<file path="src/rtl/cache_way_merge_arbiter.sv">
// Round-robin merge of NREQ way-index requesters into one registered output; 1-cycle latency.
// Backpressure: when the output is FULL and out_ready=0, no requester is granted and the output holds.
module cache_way_merge_arbiter #(
  parameter int NREQ = 2,
  parameter int DW   = 2,
  parameter int SW   = (NREQ > 1) ? $clog2(NREQ) : 1
) (
  input  logic                 clk,
  input  logic                 rst,
  input  logic [NREQ-1:0]      req_valid,
  input  logic [NREQ*DW-1:0]   req_data,
  output logic [NREQ-1:0]      req_ready,
  output logic                 out_valid,
  output logic [DW-1:0]        out_data,
  output logic [SW-1:0]        out_src,
  input  logic                 out_ready
);

  typedef enum logic {
    S_EMPTY = 1'b0,
    S_FULL  = 1'b1
  } state_t;

  state_t          r_state;
  state_t          w_state_nxt;
  logic [SW-1:0]   r_ptr;
  logic [SW-1:0]   w_win;
  logic [SW-1:0]   w_ptr_nxt;
  logic            w_any;
  logic            w_hi_found;
  logic            w_can_load;
  logic            w_accept;
  logic [NREQ-1:0] w_grant;

  // Two-pass scan: lowest valid index at or above the pointer, else lowest valid overall.
  always_comb begin
    w_hi_found = 1'b0;
    w_win      = '0;
    for (int i = NREQ - 1; i >= 0; i--) begin
      if (req_valid[i] && (i >= int'(r_ptr))) begin
        w_hi_found = 1'b1;
        w_win      = SW'(i);
      end
    end
    if (!w_hi_found) begin
      for (int i = NREQ - 1; i >= 0; i--) begin
        if (req_valid[i]) begin
          w_win = SW'(i);
        end
      end
    end
  end

  assign w_any     = |req_valid;
  assign w_grant   = w_any ? (NREQ'(1) << w_win) : '0;
  assign w_ptr_nxt = (w_win == SW'(NREQ - 1)) ? '0 : (w_win + SW'(1));

  always_ff @(posedge clk or negedge rst) begin
    if (!rst) begin
      r_state <= S_EMPTY;
    end else begin
      r_state <= w_state_nxt;
    end
  end

  always_comb begin
    w_state_nxt = r_state;
    case (r_state)
      S_EMPTY: w_state_nxt = w_any ? S_FULL : S_EMPTY;
      S_FULL: begin
        if (out_ready) begin
          w_state_nxt = w_any ? S_FULL : S_EMPTY;
        end
      end
      default: w_state_nxt = S_EMPTY;
    endcase
  end

  always_comb begin
    out_valid  = (r_state == S_FULL);
    w_can_load = (r_state == S_EMPTY) | out_ready;
    w_accept   = w_any & w_can_load;
    req_ready  = rst ? (w_grant & {NREQ{w_can_load}}) : '0;
  end

  always_ff @(posedge clk or negedge rst) begin
    if (!rst) begin
      out_data <= '0;
      out_src  <= '0;
      r_ptr    <= '0;
    end else if (w_accept) begin
      out_data <= req_data[w_win*DW +: DW];
      out_src  <= w_win;
      r_ptr    <= w_ptr_nxt;
    end
  end

endmodule
</file>
<file path="config.mk">
export PLATFORM = sky130hd
export DESIGN_NAME = cache_way_merge_arbiter
export DESIGN_NICKNAME = d
export VERILOG_FILES = /design/src/rtl/cache_way_merge_arbiter.sv
export SDC_FILE = /design/constraint.sdc
export NUM_CORES = 1
export LEC_CHECK = 0
export ABC_AREA = 1
export BUFFER_PORTS_ARGS = -buffer_cell sky130_fd_sc_hd__buf_2
export CAP_MARGIN = 20
export CORE_AREA = 2 2 39 41
export CTS_CLUSTER_SIZE = 16
export DETAILED_ROUTE_END_ITERATION = 8
export DIE_AREA = 0 0 41 43
export GPL_TIMING_DRIVEN = 0
export PLACE_DENSITY_LB_ADDON = 0.15
export SYNTH_ARGS = -nofsm -noshare
export SYNTH_HDL_FRONTEND = slang
export SYNTH_SLANG_ARGS = --single-unit
</file>
<file path="constraint.sdc">
create_clock -name clk -period 0.8 [get_ports clk]
set_input_delay 0.08 -clock clk [delete_from_list [all_inputs] [get_ports clk]]
set_output_delay 0.08 -clock clk [all_outputs]
set_load 0.05 [all_outputs]
</file>
==> results of run 1 <==
-- placed cells by master (no fill, tap or decap) --
cell type / netlist / layout
buf_6: 0 / 9
buf_2: 0 / 8
buf_4: 0 / 7
nand2_1: 9 / 6
dfrtp_1: 5 / 4
inv_1: 3 / 3
nand2_2: 1 / 3
nand3_1: 5 / 3
clkbuf_4: 0 / 3
nor2_4: 0 / 2
nand4_1: 2 / 2
inv_2: 1 / 1
nand2_4: 0 / 1
nand3_4: 0 / 1
a21oi_2: 1 / 1
nor2_1: 3 / 1
o21ai_4: 0 / 1
nand3_2: 0 / 1
clkbuf_1: 0 / 1
dlygate4sd3_1: 0 / 1
dfrtp_2: 0 / 1
buf_8: 0 / 1
-- worst min-delay path, delay by kind of cell --
kind / cells / cell delay, ns
AND/OR/NAND/NOR: 2 / 0.15
buffers and inverters: 1 / 0.08
-- cells in the mapped netlist, drive strengths merged --
library cell   n
inv            4
a21oi          1
nand2         10
nand4          2
nand3          5
o21ai          1
nor2           3
dfrtp          5
-- state kept, by name, summed over array words and instances (netlist names) --
register,count
out_src,1
r_ptr,1
out_data,2
out_valid,1
-- how the worst min path moves through the flow --
stage	endpoint	slack, ns	depth (start not counted)
6_report	out_data[1]	0.10	3
5_1_grt	out_data[1]	0.11	3
3_5_place_dp	r_ptr	-0.08	1
3_3_place_gp	r_ptr	-0.09	1
2_1_floorplan	out_data[0]	-0.22	0
4_1_cts	out_data[1]	0.10	3
-- cells by family after synthesis --
| kind of cell | Yosys count |
|---|---|
| simple gates | 20 |
| flops | 5 |
| buf+inv | 4 |
| compound gates | 2 |
-- area by class of cell --
cell class	instances	area [um^2]
well taps	16	20.02
clock buffers	4	26.28
repair buffers	26	219.0
fillers	142	818.3
multi-input cells	22	158.9
flip-flops and latches	5	126.4
inverters	4	15.01
-- metrics by stage --
| step | area (um^2) | hold WS [ns] | utilization, % | std cells | setup TNS [ns] |
|---|---|---|---|---|---|
| global placement | 370.4 | -0.08533 | 26.76 | 61 | -0.9243 |
| global route | 565.5 | 0.1111 | 40.87 | 77 | -2.803 |
| CTS | 539.3 | 0.1024 | 38.97 | 75 | -2.618 |
| finish | 565.5 | 0.1009 | 40.87 | 77 | -2.275 |
| detailed placement | 370.4 | -0.08432 | 26.76 | 61 | -0.8981 |
| floorplan | 280.3 | -0.2156 | - | 31 | -1.313 |
-- power by group through the flow --
stage	Combinational [W]	Clock (W)	Sequential, W
after floorplan	0.000102	0	0.000406
after global placement	0.000278	0	0.000314
after detailed placement	0.000277	0	0.000313
after CTS	0.000391	0.000311	0.000315
after global routing	0.000451	0.000335	0.000317
final	0.000419	0.000294	0.000315
-- metal layers --
metal,GRT usage [%],vias to the layer above,part of all wire [%]
li1,-,160,-
met5,0,-,0
met3,6.806,2,8.1
met4,4.000,0,1.4
met2,15.63,9,49
met1,18.09,144,41
-- timing repair --
item,in CTS,in global routing
hold buffers,1,0
buffers inserted,9,4
endpoints found under the setup margin,10,11
endpoints found under the hold margin,5,0
gates resized for setup,19,5
pin swaps,6,3
==> impl_results.md, run 1 <==
- Synth Cell Area: 246.5 um^2
- Antenna-violating nets left: 0
- Yosys top cell by area: dfrtp_1
- CP max stage cell: dfrtp_1
- Reg2Reg Depth: 6
- Final Max Tran Viols: 0
- CTS tree: yes
- Worst Setup EP: req_ready[0]
- Total clock sinks: 5
- Die span in y: 43 um
- Setup CP Type: reg -> out
- P_int: 0.0006622 W
- Top cell type's share of synthesized area: 50.76%
- Final period utilization: 152.1%
- Worst-path fanout max: 3
- Routability-driven placement congestion ratio: 0.6528
- Layout Nets: 71
- Sw Pwr: 0.0003665 W
- Synth area leaders: dfrtp_1, nand2_1, nand3_1, nand4_1, inv_1
- First-pass iteration count of the detailed router: 3
- Core area: 1384 um^2
- Largest net degree at the start of global routing: 7
- CP Buf/Inv Count: 1
- WL/cell: 10.90 um
- Die width: 41 um
- Setup slack, reg-to-reg: -0.25 ns
- TritonCTS Buffers: 3
- First-pass GRT wire length: 1.455 mm
- Total Power: 0.001029 W
- Number of synthesized register bits: 5
- HP Start: req_data[1]
- Syn_nets: 40
- Clock Path Buffers: 2
- Crit-path max cell delay: 0.40 ns
- Vias in the first global route: 319
- N_diodes: 0
- Worst VDD drop: 0.9955 mV
- Buffers on Ports: 14
- Mux contribution to synthesized area: 0%
- Initial Util: 17.81%
- CP Data Arrival Time: 1.14 ns
- Sequential-to-total area share from yosys stat: 50.76%
- Count of different cell masters after synthesis: 10
- Slew Limit Headroom: 82.86%
- Worst-Skew Late Latency: 0.24 ns
- Sw Ratio: 35.63%
- Worst-path cell chain: a21oi_2 -> nand2_2 -> nor2_4 -> buf_6
- RSZ-0062 raised after global routing: true
- Worst setup path start: r_ptr
- Total die area: 1763 um^2
- Final Hold Fails: 0
- Post-Synth Simple-Gate Area: 36.04%
- Critical Path RT: 0.72 ns
- Final Setup Violations: 11
- Reg power frac: 30.7%
- Clock Skews: 0.004548 ns
- Routed vias: 315
- Leak: 0.2858 nW
- Crit path max-delay family: flip-flops
- Crit end category: output port
- Largest family of logic cells by synthesized area: simple AND/OR/NAND/NOR gates
- Vias per cell: 4.091
- Peak Freq: 0.8216 GHz
- Area fraction in compound gates after synthesis: 7.107%
- DP Wirelength: 511.1 um
- Adder-Cell Fraction of Synth Area: 0%
- GR Overflow Total: 0
- Post-synthesis instance total: 31
- Power share of the clock group: 28.6%
- 1st-iter DRT viols: 3
- Worst slack, placed: -0.3277 ns
- Clock-pin transition on the worst setup and hold timing paths: 0.05 ns
- Minimum clock period: 1.217 ns
- Layout area overhead: 129.4%
- CTS Root Cell: clkbuf_4
- H-tree Lvls: 1
- Status: finished with violations
- Power density cells: 1819 nW/um^2
- Min-delay worst type: in -> reg
- Worst Max-Slew Pin Slew: 0.2562 ns
- Synth Area in XOR/XNOR: 0%
- Antenna violations before repair: 0
- Overall global routing resource usage: 12.54%
- Worst reg2reg startpoint: out_valid
- Failing checks: setup timing
- CP Depth: 4
- IO Count: 15
- Cell Rows: 14
- Total of warnings raised by yosys: 0
- Combinational power share: 40.8%
- DRC: 0
- Syn_area_per_cell: 7.951 um^2
- Post-route worst setup slack: -0.4172 ns
- Max-cap violation count: 0
- WL final: 839 um
- Share of layout cells above drive strength 1: 65.57%
- Startpoint Class: flop
- Critical R2R Capture: out_data[1]
Power figures use the tool's default switching activity.
==> run 2: changes to the inputs <==
- PLACE_DENSITY: default -> 0.39
- PLACE_DENSITY_LB_ADDON: 0.15 -> default
- RECOVER_POWER: default -> 100
- SETUP_SLACK_MARGIN: default -> 0.1
==> run 2 against run 1 <==
The flow still finishes with violations (setup timing). Via count down 5.7%. Utilization is 2.5 points lower. First-iteration DRC count decreased by 33%. Power is 2.7% lower. Register-to-register slack better by 0.02 ns.
==> impl_results.md, run 2 (same netlist as run 1, synthesis figures left out) <==
- Total die area: 1763 um^2
- Layout Nets: 67
- DP Wirelength: 496.2 um
- Worst VDD drop: 0.8729 mV
- Final Max Tran Viols: 0
- Dpl cells: 61
- Max FFs per register: 2
- Status: finished with violations
- Placement Cell Area: 370.4 um^2
- Min-delay worst type: in -> reg
- CTS tree: yes
- Peak Freq: 0.8312 GHz
- Combinational power share: 38.2%
- Layout area overhead: 115.2%
- Clock Skews: 0.004738 ns
- Cell Rows: 14
- Crit end category: output port
- Worst slack, placed: -0.3238 ns
- Critical Path RT: 0.72 ns
- Area of the multi-input gates: 153.9 um^2
- Slew Limit Headroom: 82.69%
- Die span in y: 43 um
- Routed vias: 297
- Antenna-violating nets left: 0
- CTS Root Cell: clkbuf_4
- HP Start: req_data[0]
- N_diodes: 0
- CP Data Arrival Time: 1.12 ns
- Register Area: 126.4 um^2
- Max-cap violation count: 0
- TritonCTS Buffers: 3
- Setup CP Type: reg -> out
- Final-layout fill cell count: 151
- Sw Pwr: 0.0003624 W
- P_int: 0.0006388 W
- Power share of the clock group: 30.4%
- RSZ-0062 raised after global routing: true
- Worst-Skew Late Latency: 0.25 ns
- Final Setup Violations: 11
- Final period utilization: 150.4%
- Worst reg2reg startpoint: out_valid
- Critical R2R Capture: out_data[1]
- Worst-path fanout max: 3
- Overall global routing resource usage: 10.56%
- Worst Max-Slew Pin Slew: 0.2589 ns
- Total clock sinks: 5
- Clock-pin transition on the worst setup and hold timing paths: 0.05 ns
- DRC: 0
- Share of layout cells above drive strength 1: 61.40%
- Fin area: 530.5 um^2
- 1st-iter DRT viols: 2
- Vias per cell: 4.068
- Antenna violations before repair: 0
- Setup slack, reg-to-reg: -0.23 ns
- Most frequent cells in the layout: buf_2, buf_6, nand2_1
- Core area: 1384 um^2
- Total Power: 0.001001 W
- Reg power frac: 31.4%
- Failing checks: setup timing
- Hold depth: 3
- Die width: 41 um
- Sw Ratio: 36.19%
- First-pass iteration count of the detailed router: 4
- WL final: 741 um
- Initial Util: 17.81%
- WL/cell: 10.15 um
- Post-route worst setup slack: -0.4030 ns
- Reg2Reg Depth: 6
- Buffers on Ports: 14
- IO Count: 15
- Fin cells: 73
- H-tree Lvls: 1
- First-pass GRT wire length: 1.173 mm
- Power density cells: 1887 nW/um^2
- Vias in the first global route: 281
- Largest net degree at the start of global routing: 7
- Routability-driven placement congestion ratio: 0.7084
- GR Overflow Total: 0
- Commonest non-fill, non-tap cell in the layout: buf_2
- Clock Path Buffers: 2
- Minimum clock period: 1.203 ns
- Leak: 0.2627 nW
- Final Hold Fails: 0
- Most flop-heavy register: out_data
- Min-Delay Endpoint: out_data[0]
- Startpoint Class: flop
[run 2: area by class of cell]
type	instances	area share [%]
flip-flops and latches	5	23.82
clock buffers	4	4.953
multi-input cells	22	29.01
repair buffers	22	35.61
inverters	4	2.830
well taps	16	3.774
[run 2: power by group through the flow]
stage / combinational [W] / sequential, W / clock [W]
after CTS: 0.000379 / 0.000314 / 0.000317
after global routing: 0.000410 / 0.000318 / 0.000326
final: 0.000383 / 0.000314 / 0.000304
after global placement: 0.000277 / 0.000312 / 0
after floorplan: 0.000102 / 0.000406 / 0
after detailed placement: 0.000277 / 0.000312 / 0
[run 2: what timing repair did]
action / CTS / global route
endpoints found under the hold margin: 5 / 0
buffers inserted: 7 / 0
hold buffers: 1 / 0
pin swaps: 3 / 6
endpoints found under the setup margin: 11 / 11
resized for setup: 17 / 4
[run 2: per-stage QoR]
| stage | util, % | hold WS, ns | setup TNS [ns] |
|---|---|---|---|
| floorplan | - | -0.2156 | -1.313 |
| global placement | 26.76 | -0.08164 | -0.9180 |
| detailed placement | 26.76 | -0.08412 | -0.8982 |
| CTS | 37.34 | 0.07738 | -2.190 |
| global route | 38.34 | 0.1108 | -2.477 |
| finish | 38.34 | 0.08251 | -2.109 |
[run 2: worst max-delay path by stage]
| stage | slack (ns) | endpoint | start |
|---|---|---|---|
| global route | -0.45 | req_ready[0] | r_ptr |
| floorplan | -0.31 | req_ready[0] | out_valid |
| CTS | -0.42 | req_ready[0] | r_ptr |
| detailed placement | -0.32 | req_ready[0] | r_ptr |
| global placement | -0.34 | req_ready[0] | r_ptr |
| finish | -0.40 | req_ready[0] | r_ptr |
[run 2: metal layers]
metal / global-route usage (%) / wire, um
met1: 11.65 / 284
met2: 15.00 / 392
met3: 7.853 / 65
met4: 4.000 / 0
met5: 0 / 0
[run 2: critical path, stage by stage (launching register included)]
cell and delay, ns:
dfrtp_1 0.39, a21oi_2 0.16, nand2_2 0.09, nor2_4 0.08, buf_6 0.16
==> run 3: changes to the inputs <==
- ABC_AREA: 1 -> default
==> run 3 against run 2 <==
The flow still finishes with violations (setup timing). Setup slack worse by 0.091 ns. Critical path depth unchanged. Largest cell class unchanged. Area after synthesis down 3.6%. Register-to-register slack worse by 0.22 ns. Die area unchanged. Sequential share of layout area up 1.9 points. Utilization down 2.9 points.
==> impl_results.md, run 3 <==
- Worst Max-Slew Pin Slew: 0.2395 ns
- Crit end category: output port
- Count of different cell masters after synthesis: 13
- WL final: 737 um
- Worst slack, placed: -0.3690 ns
- Commonest non-fill, non-tap cell in the layout: buf_2
- Critical Path RT: 0.72 ns
- Peak Freq: 0.7729 GHz
- Worst-Skew Late Latency: 0.24 ns
- TritonCTS Buffers: 3
- Die span in y: 43 um
- Leak: 0.2429 nW
- CTS tree: yes
- Vias in the first global route: 280
- Yosys top cell by area: dfrtp_1
- Post-synth EDFFs: 0
- Fin cells: 60
- Adder-Cell Fraction of Synth Area: 0%
- Final Max Tran Viols: 0
- CP Data Arrival Time: 1.21 ns
- Total Power: 0.0009753 W
- DP Wirelength: 466.6 um
- First-pass iteration count of the detailed router: 2
- Min-delay worst type: in -> reg
- Antenna-violating nets left: 0
- Most flop-heavy register: out_data
- 1st-iter DRT viols: 2
- Total of warnings raised by yosys: 0
- Syn_area_per_cell: 11.89 um^2
- First-pass GRT wire length: 1.097 mm
- Most frequent cells in the layout: buf_2, buf_6, dfrtp_1
- Synth area leaders: dfrtp_1, a221o_1, and3_1, nand2b_4, and3_4
- Sequential-to-total area share from yosys stat: 52.63%
- WL/cell: 12.28 um
- Setup slack, reg-to-reg: -0.45 ns
- Final-layout fill cell count: 147
- Overall global routing resource usage: 9.859%
- Setup CP Type: reg -> out
- Final Hold Fails: 0
- Core area: 1384 um^2
- CTS Root Cell: clkbuf_4
- Synth Area in XOR/XNOR: 0%
- Die width: 41 um
- Share of layout cells above drive strength 1: 70.45%
- Min-Delay Endpoint: out_data[0]
- Most frequent cell after synthesis: dfrtp_1
- Clock Path Buffers: 2
- IO Count: 15
- Minimum clock period: 1.294 ns
- Largest net degree at the start of global routing: 6
- DRC: 0
- Ys async rst share: 100.0%
- Layout Nets: 54
- Max FFs per register: 2
- Routed vias: 250
- Failing checks: setup timing
- Synth top cells by count: dfrtp_1, and3_1, a221o_1
- Post-route worst setup slack: -0.4938 ns
- Synth Flop Type: dfrtp_1
- Area fraction in compound gates after synthesis: 20.53%
- Synth Cell Area: 237.7 um^2
- Final period utilization: 161.7%
- Final Setup Violations: 10
- Power density cells: 1989 nW/um^2
- Clock-pin transition on the worst setup and hold timing paths: 0.05 ns
- Slew Limit Headroom: 83.98%
- HP Start: req_data[2]
- Cell Rows: 14
- Initial Util: 17.18%
- Status: finished with violations
- Hold depth: 2
- Critical R2R Capture: out_data[1]
- Antenna violations before repair: 0
- Total clock sinks: 5
- Syn_nets: 29
- Largest family of logic cells by synthesized area: simple AND/OR/NAND/NOR gates
- Mux contribution to synthesized area: 0%
- Post-Synth Simple-Gate Area: 26.84%
- Worst VDD drop: 1.178 mV
- Clock Skews: 0.0002293 ns
- RSZ-0062 raised after global routing: true
- Startpoint Class: flop
- Post-synthesis instance total: 20
- Number of synthesized register bits: 5
- Max-cap violation count: 0
- Top cell type's share of synthesized area: 52.63%
- N_diodes: 0
- Worst reg2reg startpoint: out_valid
- Layout area overhead: 106.3%
- H-tree Lvls: 1
- Reg2Reg Depth: 5
- Worst-path fanout max: 3
- GR Overflow Total: 0
- Total die area: 1763 um^2
- Buffers on Ports: 14
- Routability-driven placement congestion ratio: 0.7346
- Vias per cell: 4.167
- Dpl cells: 50
==> run 3: changes by cell type in the layout (fill, tap and decap cells not counted), sizes merged, moves of 2 or more <==
| cell | delta |
|---|---|
| nand2 | -9 |
| and3 | +4 |
| nand3 | -5 |
| nor2 | -2 |
| nand2b | +2 |
| nand4 | -2 |
| inv | -4 |
| buf | -2 |
| a221o | +2 |
==> run 3: power by group <==
group          leakage [nW]  internal (W)  switching (W)
clock network        0.0150      0.000189       0.000109
logic                 0.170      0.000169       0.000192
registers            0.0582      0.000288      0.0000283
==> run 3: final cells by class <==
cell class	count	area (um^2)	area share, %
Tap cell	16	20.02	4.082
Multi-Input combinational cell	15	147.6	30.10
Sequential cell	5	126.4	25.77
Clock buffer	4	26.28	5.357
Timing Repair Buffer	20	170.2	34.69
==> run 3: timing repair <==
| action | in CTS | in global routing |
|---|---|---|
| gates resized for setup | 17 | 5 |
| pin swaps | 3 | 2 |
| hold buffers | 1 | 0 |
| setup buffers | 4 | 1 |
| hold endpoints to repair | 5 | 0 |
| endpoints found under the setup margin | 10 | 11 |
==> run 3: metal layers <==
layer  track usage [%]  wire length (um)
met1             9.061               255
met4             8.000                10
met5                 0                 0
met3             4.712                34
met2             15.31               436
==> run 3: metrics by stage <==
stage          util [%]  area, um^2  setup TNS (ns)  hold slack [ns]
5_1_grt           35.44       490.5          -3.014          0.06801
3_3_place_gp      24.05       332.8          -1.676         -0.08717
3_5_place_dp      24.05       332.8          -1.704         -0.08348
2_1_floorplan         -       242.7          -1.855          -0.2156
4_1_cts           33.18       459.2          -2.791          0.06948
6_report          35.44       490.5          -2.726          0.07500
==> run 3: kinds of logic after synthesis <==
group | count (synthesis)
AOI/OAI and AO/OA | 6
DFF | 5
and+or+nand+nor | 9
==> run 3: worst max-delay path, stage by stage, from the launching register on <==
cell	delay, ns
dfrtp_2	0.42
nand2b_4	0.09
and3_4	0.19
and2_4	0.14
buf_8	0.13
==> run 3: worst max path at each step <==
stage | start | to | cells after the start
5_1_grt | out_valid | req_ready[1] | 4
3_3_place_gp | r_ptr | req_ready[0] | 3
4_1_cts | r_ptr | req_ready[1] | 4
3_5_place_dp | r_ptr | req_ready[0] | 3
6_report | out_valid | req_ready[1] | 4
2_1_floorplan | out_valid | out_data[0] | 3
